**config.mk**
```make
export PLATFORM = sky130hd
export DESIGN_NAME = packet_gen
export DESIGN_NICKNAME = d
export VERILOG_FILES = /design/src/rtl/packet_gen.sv
export SDC_FILE = /design/constraint.sdc
export NUM_CORES = 1
export LEC_CHECK = 0
export CAP_MARGIN = 30
export CORE_AREA = 8 8 144 146
export CTS_BUF_LIST = sky130_fd_sc_hd__clkbuf_8
export CTS_CLUSTER_DIAMETER = 100
export DETAILED_ROUTE_END_ITERATION = 8
export DIE_AREA = 0 0 152 154
export PLACE_DENSITY = 0.63
export SYNTH_ARGS = -nofsm -noshare
export SYNTH_HDL_FRONTEND = slang
export SYNTH_SLANG_ARGS = --single-unit
```
**constraint.sdc**
```tcl
create_clock -name clk -period 4.3 [get_ports clk]
set_clock_uncertainty 0.2 [all_clocks]
set_input_delay 0.86 -clock clk [delete_from_list [all_inputs] [get_ports clk]]
set_output_delay 0.86 -clock clk [all_outputs]
set_load 0.05 [all_outputs]
```
**src/rtl/packet_gen.sv**
```systemverilog
// packet_gen: per-port ingress traffic generator.
//
// Takes one command word per packet through a small FIFO. For each command it
// frames a packet and streams it as 32-bit words under a valid/ready
// handshake. The frame is HDR0..HDR5 followed by the payload, and a packet of
// N blocks is N*8 words long (a blocks field of 0 counts as 1 block).
//
// Optional feature: when PACKET_GEN_SEQ_EN is defined, each payload word is a
// sequence tag {pkt_cnt[15:0], word_index[15:0]}. Without it, every payload
// word is 32'hFFFF_FFFF.
//
// Ports:
//   clk               clock
//   reset             asynchronous reset, active low
//   cmd_in            command: [29:28] dest port, [27:22] length in 32-byte
//                     blocks; all other bits are ignored
//   cmd_in_en         push strobe for cmd_in
//   cmd_full          command FIFO holds CMD_DEPTH entries
//   cmd_overflow      one-cycle pulse after a push is dropped
//   ingress_out       packet word to the crossbar
//   ingress_out_valid ingress_out holds a word
//   ingress_out_ready crossbar accepts the word (transfer = valid & ready)
//   busy              a packet is in flight
//   pkt_cnt           packets fully transmitted since reset, wraps
module packet_gen #(
  parameter logic [1:0]  PORT       = 2'd0,
  parameter int unsigned META_WIDTH = 32,
  parameter int unsigned CMD_DEPTH  = 8,
  parameter logic [45:0] MAC_PREFIX = 46'h0
) (
  input  logic                  clk,
  input  logic                  reset,
  input  logic [META_WIDTH-1:0] cmd_in,
  input  logic                  cmd_in_en,
  output logic                  cmd_full,
  output logic                  cmd_overflow,
  output logic [31:0]           ingress_out,
  output logic                  ingress_out_valid,
  input  logic                  ingress_out_ready,
  output logic                  busy,
  output logic [31:0]           pkt_cnt
);

  localparam int unsigned           AW        = $clog2(CMD_DEPTH);
  localparam logic [AW:0]           DEPTH_C   = (AW+1)'(CMD_DEPTH);
  localparam logic [META_WIDTH-1:0] USED_MASK = META_WIDTH'(32'h3FC0_0000);

  typedef enum logic [2:0] {
    S_IDLE,
    S_HDR0,
    S_HDR1,
    S_HDR2,
    S_HDR3,
    S_HDR4,
    S_HDR5,
    S_PAYLOAD
  } state_e;

  // The command FIFO stores only the fields that are used: {dest, blocks}.
  logic [7:0]    fifo_mem [CMD_DEPTH];
  logic [AW-1:0] wr_ptr_q;
  logic [AW-1:0] rd_ptr_q;
  logic [AW:0]   count_q;
  logic          overflow_q;
  logic          push;
  logic          pop;
  logic          fifo_nonempty;

  state_e        state_q;
  logic [31:0]   out_q;
  logic          valid_q;
  logic [1:0]    dest_q;
  logic [8:0]    rem_q;
  logic [31:0]   pkt_cnt_q;
  logic [31:0]   ts_q;
  logic          xfer;

`ifdef PACKET_GEN_SEQ_EN
  logic [15:0]   seq_q;
`endif

  logic [7:0]    head;
  logic [1:0]    head_dest;
  logic [5:0]    head_blk_eff;
  logic [15:0]   head_len_bytes;
  logic          unused_cmd_bits;

  assign unused_cmd_bits = ^(cmd_in & ~USED_MASK);

  assign cmd_full      = (count_q == DEPTH_C);
  assign fifo_nonempty = (count_q != '0);
  assign push          = cmd_in_en && !cmd_full;
  assign pop           = (state_q == S_IDLE) && fifo_nonempty;

  assign head           = fifo_mem[rd_ptr_q];
  assign head_dest      = head[7:6];
  assign head_blk_eff   = (head[5:0] == 6'd0) ? 6'd1 : head[5:0];
  assign head_len_bytes = {5'd0, head_blk_eff, 5'd0};

  assign xfer = valid_q && ingress_out_ready;

  assign ingress_out       = out_q;
  assign ingress_out_valid = valid_q;
  assign cmd_overflow      = overflow_q;
  assign busy              = (state_q != S_IDLE);
  assign pkt_cnt           = pkt_cnt_q;

  always_ff @(posedge clk) begin
    if (push) begin
      fifo_mem[wr_ptr_q] <= {cmd_in[29:28], cmd_in[27:22]};
    end
  end

  always_ff @(posedge clk or negedge reset) begin
    if (!reset) begin
      wr_ptr_q   <= '0;
      rd_ptr_q   <= '0;
      count_q    <= '0;
      overflow_q <= 1'b0;
    end else begin
      // A push into a full FIFO is dropped even if the FSM pops in the same cycle.
      overflow_q <= cmd_in_en && cmd_full;
      if (push) wr_ptr_q <= wr_ptr_q + 1'b1;
      if (pop)  rd_ptr_q <= rd_ptr_q + 1'b1;
      case ({push, pop})
        2'b10:   count_q <= count_q + 1'b1;
        2'b01:   count_q <= count_q - 1'b1;
        default: count_q <= count_q;
      endcase
    end
  end

  always_ff @(posedge clk or negedge reset) begin
    if (!reset) ts_q <= '0;
    else        ts_q <= ts_q + 32'd1;
  end

  // Each output word is registered one transfer ahead: a transfer in state
  // HDRn loads the word for the next state. The HDR2 word loads ts_q + 1, so
  // it equals the timestamp of the cycle in which HDR2 first becomes valid.
  always_ff @(posedge clk or negedge reset) begin
    if (!reset) begin
      state_q   <= S_IDLE;
      out_q     <= '0;
      valid_q   <= 1'b0;
      dest_q    <= '0;
      rem_q     <= '0;
      pkt_cnt_q <= '0;
`ifdef PACKET_GEN_SEQ_EN
      seq_q     <= '0;
`endif
    end else begin
      if (xfer) rem_q <= rem_q - 9'd1;
      case (state_q)
        S_IDLE: begin
          valid_q <= 1'b0;
          out_q   <= '0;
          if (fifo_nonempty) begin
            dest_q  <= head_dest;
            rem_q   <= {head_blk_eff, 3'b000};
            out_q   <= {head_len_bytes, MAC_PREFIX[45:30]};
            valid_q <= 1'b1;
            state_q <= S_HDR0;
          end
        end
        S_HDR0: if (xfer) begin
          out_q   <= {MAC_PREFIX[29:0], dest_q};
          state_q <= S_HDR1;
        end
        S_HDR1: if (xfer) begin
          out_q   <= ts_q + 32'd1;
          state_q <= S_HDR2;
        end
        S_HDR2: if (xfer) begin
          out_q   <= '0;
          state_q <= S_HDR3;
        end
        S_HDR3: if (xfer) begin
          out_q   <= {30'd0, PORT};
          state_q <= S_HDR4;
        end
        S_HDR4: if (xfer) begin
          out_q   <= {MAC_PREFIX[29:0], PORT};
          state_q <= S_HDR5;
        end
        S_HDR5: if (xfer) begin
`ifdef PACKET_GEN_SEQ_EN
          out_q <= {pkt_cnt_q[15:0], 16'd0};
          seq_q <= 16'd1;
`else
          out_q <= '1;
`endif
          state_q <= S_PAYLOAD;
        end
        S_PAYLOAD: if (xfer) begin
          if (rem_q == 9'd1) begin
            state_q   <= S_IDLE;
            valid_q   <= 1'b0;
            out_q     <= '0;
            pkt_cnt_q <= pkt_cnt_q + 32'd1;
          end else begin
`ifdef PACKET_GEN_SEQ_EN
            out_q <= {pkt_cnt_q[15:0], seq_q};
            seq_q <= seq_q + 16'd1;
`else
            out_q <= '1;
`endif
          end
        end
        default: state_q <= S_IDLE;
      endcase
    end
  end

endmodule

```
# After elaboration in Yosys (flattened, before gate mapping)
# Memory sizes are Yosys's and may differ from the RTL's.
# Cells that the tools add are included.
# Widths: inputs -> output; s select.
# totals
ramBits	64
reg_bits	122
memories	1
romBits	0
latch_bits	0
# classes
div	0
n_eq_ne	21
magnitude_cmp	0
n_mux	29
bitwise_logic	0
mul	0
n_addsub	7
n_shift	0
n_reduce_logical	17
# memory_table
memory	depth	width	rd	rd_clocked_by_memory_dff	write_ports	line_no	text
fifo_mem	8	8	1	0	1	60	logic [7:0] fifo_mem [CMD_DEPTH];
# op_table
op	n
$mux 32	6
$pmux 32 s6	1
$add 32x1->32 const B	2
$mux 27	1
$mux 3	9
$mux 9	3
$pmux 3 s8	1
$ne 2x2->1 const B	9
$eq 3x3->1 const B	4
$eq 9x1->1 const B	1
$reduce_and 9->1	1
$sub 9x1->9 const B	1
$pmux 4 s2	1
$add 3x1->3 const B	2
$eq 3x2->1 const B	2
$logic_not 6->1	1
$mux 6	1
$reduce_and 3->1	2
$mux 1	5
$reduce_and 5->1	1
$add 4x1->4 const B	1
$eq 4x4->1 const B	1
$logic_and 1x1->1	4
$reduce_bool 2->1	2
other kinds (12)	12

# Depth between registers and ports, before layout
# logic_depth
depth_word	5
mapped_depth	12
depth_no_buf	11

# Worst setup path before layout
# OpenSTA, ideal clock, no wires.
# synth_timing
kind	register to register
startpoint	register state_q[0]
endpoint	register count_q[2]
setup_time_ns	0.125
period_less_slack_ns	3.057
stages_incl_launch_ff	13
arrival_ns	2.731
required_time_ns	3.975
setup_slack_ns	1.243
path_cell_list	dfrtp_1 -> inv_1 -> ha_1 -> nand2_1 -> nor2_1 -> clkbuf_1 -> ha_1 -> xor2_1 -> ha_1 -> a21oi_1 -> xor2_1 -> nor2_1 -> xor2_1
# synth_between
elab_chain_cells	4
# synth_rtl
item	line_no	text
start: declaration	69	state_e state_q;
start signal: assignment	143	state_q <= S_IDLE;
start signal: assignment	163	state_q <= S_HDR0;
start signal: assignment	168	state_q <= S_HDR1;
$logic_not 3->1 (*)	93	assign pop = (state_q == S_IDLE) && fifo_nonempty;
$logic_and 1x1->1 (*)	93	
via pop	66	logic pop;
$eq 2x1->1 or $eq 2x2->1 (tied branches)	125	case ({push, pop})
$pmux 4 s2 or $reduce_bool 2->1 (tied branches)	n/a	
end signal: assignment	126	2'b10: count_q <= count_q + 1'b1;
end signal: assignment	127	2'b01: count_q <= count_q - 1'b1;
end signal: assignment	128	default: count_q <= count_q;
end: declaration	63	logic [AW:0] count_q;
# The timed path passes the listed nets; every way through them passes the cells marked *.
# A chain may end at the register's enable or synchronous reset.

# Worst setup path after layout
# layout_timing
startpoint	register state_q[0]
endpoint	output busy
# layout_between
elab_chain_cells	1
# layout_rtl
item	line_no	text
$reduce_bool 3->1	105	assign busy = (state_q != S_IDLE);
end: declaration	40	output logic busy,
# No other way between the ends.

==> metrics.txt <==
result of the run complete, no violations; total number of yosys warnings 0; post-synthesis average cell area 12.78 µm²; global-route wire length before repair approximately 28000 µm; total power consumption of the routed design roughly 3.5 mW; combined flip-flop and latch cell area between 4000 and 5000 µm²; DIE WIDTH 152 µm; mean routed wirelength per cell around 17 µm; footprint of the multi-input gates between 3000 and 4000 µm²; number of flops mapped to enable cells by yosys 64; height of the chip 154 µm; CP Max Fanout 6; path type of the worst setup path reg2out; maximum ir drop on the vdd rail 0.2510 mV; area growth from synthesis to final layout 18.47%; standard-cell rows 50; r2r setup slk between 1 and 1.5 ns; via density per instance approximately 5.4; TritonCTS clock tree built; maximum number of pins on one net before global-route repair between 50 and 60; worst setup timing slack at the placement stage approximately 0.85 ns; worst hold path type in2async; number of antenna violations at the first check in global routing 0; sequential element share of the synthesized area a little over 60%; P_leak 3.851 nW; number of detailed-route iterations in the first pass 5; Nets approximately 770; count of pins over their slew limit 0; Required @ worst endpoint about 3.2 ns; power per cell area 365.5 nW/µm²; gr usage total around 15%; Slew @ Worst Pin roughly 1 ns; shortest period the worst path allows approximately 3.4 ns; remaining max-slew budget at the tightest pin around a third; Starting Density between 40 and 50%; number of clock sinks seen by CTS approximately 190; upper clock frequency limit 0.2948 GHz; Synth async-reset ratio 65.59%; number of cells on the worst reg-to-reg path 5; count of maximum capacitance violations 0; wire length after detailed routing between 15000 and 20000 µm; post-CTS clock slew at the launch and capture registers of the worst setup and hold paths approximately 0.1 ns; area of the mapped netlist about 8200 µm²; number of DRC markers in iteration 0 roughly 260; maximum level of the CTS H-tree 4; detailed-route via count approximately 5.3k; CTS Buffer Depth 2; critical register-to-register path startpoint rd_ptr_q[1]$_DFFE_PN0P_; unrepaired setup endpoints after global routing no; net count after synthesis ~690; GRT Residual Overflow 0; die outline area 23410 µm²; Fin. Hold Viols 0; Critical Path Start state_q[0]$_DFFE_PN0P_; Worst R2R End rem_q[3]$_DFF_PN0_; I/O pins 104; final setup fails 0; number of DRC violations after detailed routing 0; CTS Hold Buffers Added 0; Worst-Skew Late Latency 0.46 ns; fill cell total of the finished layout 1538; CTS Buf Count 17; core box area between 15000 and 20000 µm²; TNS Setup 0 ns; endpoint kind of the worst setup timing path output port; crit start category register; post-cts gate resize count 0; routability congestion estimate from global placement between 0.7 and 0.8; flip-flop and latch count after synthesis approximately 190; share of the clock period used by the worst path approximately four fifths; Port Buffer Count 79; antenna-violating nets left 0; number of diodes added for antenna fixing 0; share of post-route cells with drive strength above 1 about an eighth; Detailed Place HPWL 11900 µm; via count of the first global-routing pass about 5.4k; Cell variety after synth 54; Synth Instances around 640; Worst Path Arrival roughly 2.3 ns; fin worst setup slack 0.9081 ns; cell chosen for the clock root sky130_fd_sc_hd__clkbuf_8; post-CTS setup buffers 0; primary flip-flop cell chosen by synthesis mapping sky130_fd_sc_hd__dfrtp_1
## Yosys cell counts (all sizes together) (4+ instances only)
cell type,number,area [µm²]
a21oi,22,110.1
a221o,11,110.1
a31oi,7,43.79
and2,11,68.82
and3,10,62.56
and4,7,61.31
buf,6,36.28
clkbuf,20,75.07
dfrtp,122,3053
edfxtp,64,1922
ha,13,162.7
inv,12,45.04
mux2,8,90.09
mux2i,7,70.07
mux4,16,360.4
nand2,64,240.2
nand2b,4,25.02
nand3,25,125.1
nand4,18,127.6
nor2,39,146.4
nor3,12,65.06
nor4,9,77.57
o21ai,23,115.1
xnor2,51,446.7
xor2,24,210.2
## routing by layer
metal  GRT usage, %  routed length (µm)
met5              0                   0
met4          4.569                 176
met3          4.316                 801
met2          25.47                8476
met1          18.32                7405
## layout by cell type, fill, tap and decap left out, types with 17 or more instances in the layout
| cell type | instances |
|---|---|
| sky130_fd_sc_hd__edfxtp_1 | 64 |
| sky130_fd_sc_hd__nand4_1 | 17 |
| sky130_fd_sc_hd__nand2_1 | 64 |
| sky130_fd_sc_hd__clkdlybuf4s50_1 | 78 |
| sky130_fd_sc_hd__clkbuf_8 | 17 |
| sky130_fd_sc_hd__o21ai_0 | 23 |
| sky130_fd_sc_hd__nor2_1 | 39 |
| sky130_fd_sc_hd__xnor2_1 | 51 |
| sky130_fd_sc_hd__dfrtp_1 | 122 |
| sky130_fd_sc_hd__a21oi_1 | 22 |
| sky130_fd_sc_hd__xor2_1 | 24 |
| sky130_fd_sc_hd__nand3_1 | 25 |
## worst max-delay path by stage
| stage | end | slack (ns) | cells after the start |
|---|---|---|---|
| after detailed placement | pkt_cnt[19]$_DFFE_PN0P_ | 0.85 | 6 |
| after global routing | cmd_full | 0.78 | 4 |
| final | busy | 0.91 | 4 |
| after floorplan | count_q[2]$_DFFE_PN0P_ | 1.24 | 12 |
| after CTS | busy | 0.90 | 4 |
| after global placement | pkt_cnt[19]$_DFFE_PN0P_ | 0.88 | 6 |
## where the power goes
part	switching [mW]	internal, mW	total, mW
logic	0.180	0.120	0.299
registers	0.0707	1.96	2.03
clock network	0.703	0.501	1.20
## cell type report
type | count | area share [%]
sequential | 186 | 51.49
clock inverter | 15 | 1.865
timing repair buffer | 94 | 9.324
inverter | 12 | 0.4662
clock buffer | 17 | 2.422
tap | 234 | 3.030
multi-input combinational | 414 | 31.40
## stage by stage
stage / area [µm²] / util, % / hold slack (ns) / cells
after floorplan: 8155 / - / 0.2380 / 638
after global placement: 9233 / 50.03 / 0.2609 / 938
after detailed placement: 9233 / 50.03 / 0.2684 / 938
after CTS: 9647 / 52.27 / 0.2409 / 970
after global routing: 9662 / 52.35 / 0.2590 / 972
final: 9662 / 52.35 / 0.2412 / 972
## flip-flops by register name, summed over array words and instances, names as in the netlist
name,cells
fifo_mem,64
ingress_out,32
pkt_cnt,32
ts_q,32
rem_q,9
count_q,4
rd_ptr_q,3
state_q,3
wr_ptr_q,3
dest_q,2
cmd_overflow,1
ingress_out_valid,1
## cells by family (layout without fill, tap and decap cells)
logic type / after synthesis / in the layout / synth area share, %
mux: 31 / 31 / 6.382
flops: 186 / 186 / 61.00
xor+xnor: 75 / 75 / 8.055
compound gates: 82 / 82 / 6.720
simple gates: 213 / 213 / 13.93
buf+inv: 38 / 138 / 1.918
fa+ha+maj: 13 / 13 / 1.995
## critical path, cell delays in order, from the launching register on
cell                              delay (ns)
sky130_fd_sc_hd__dfrtp_1                0.41
sky130_fd_sc_hd__inv_1                  0.09
sky130_fd_sc_hd__ha_1                   0.27
sky130_fd_sc_hd__nand2_1                0.23
sky130_fd_sc_hd__clkdlybuf4s50_1        0.86
(Power assumes the default switching activity.)
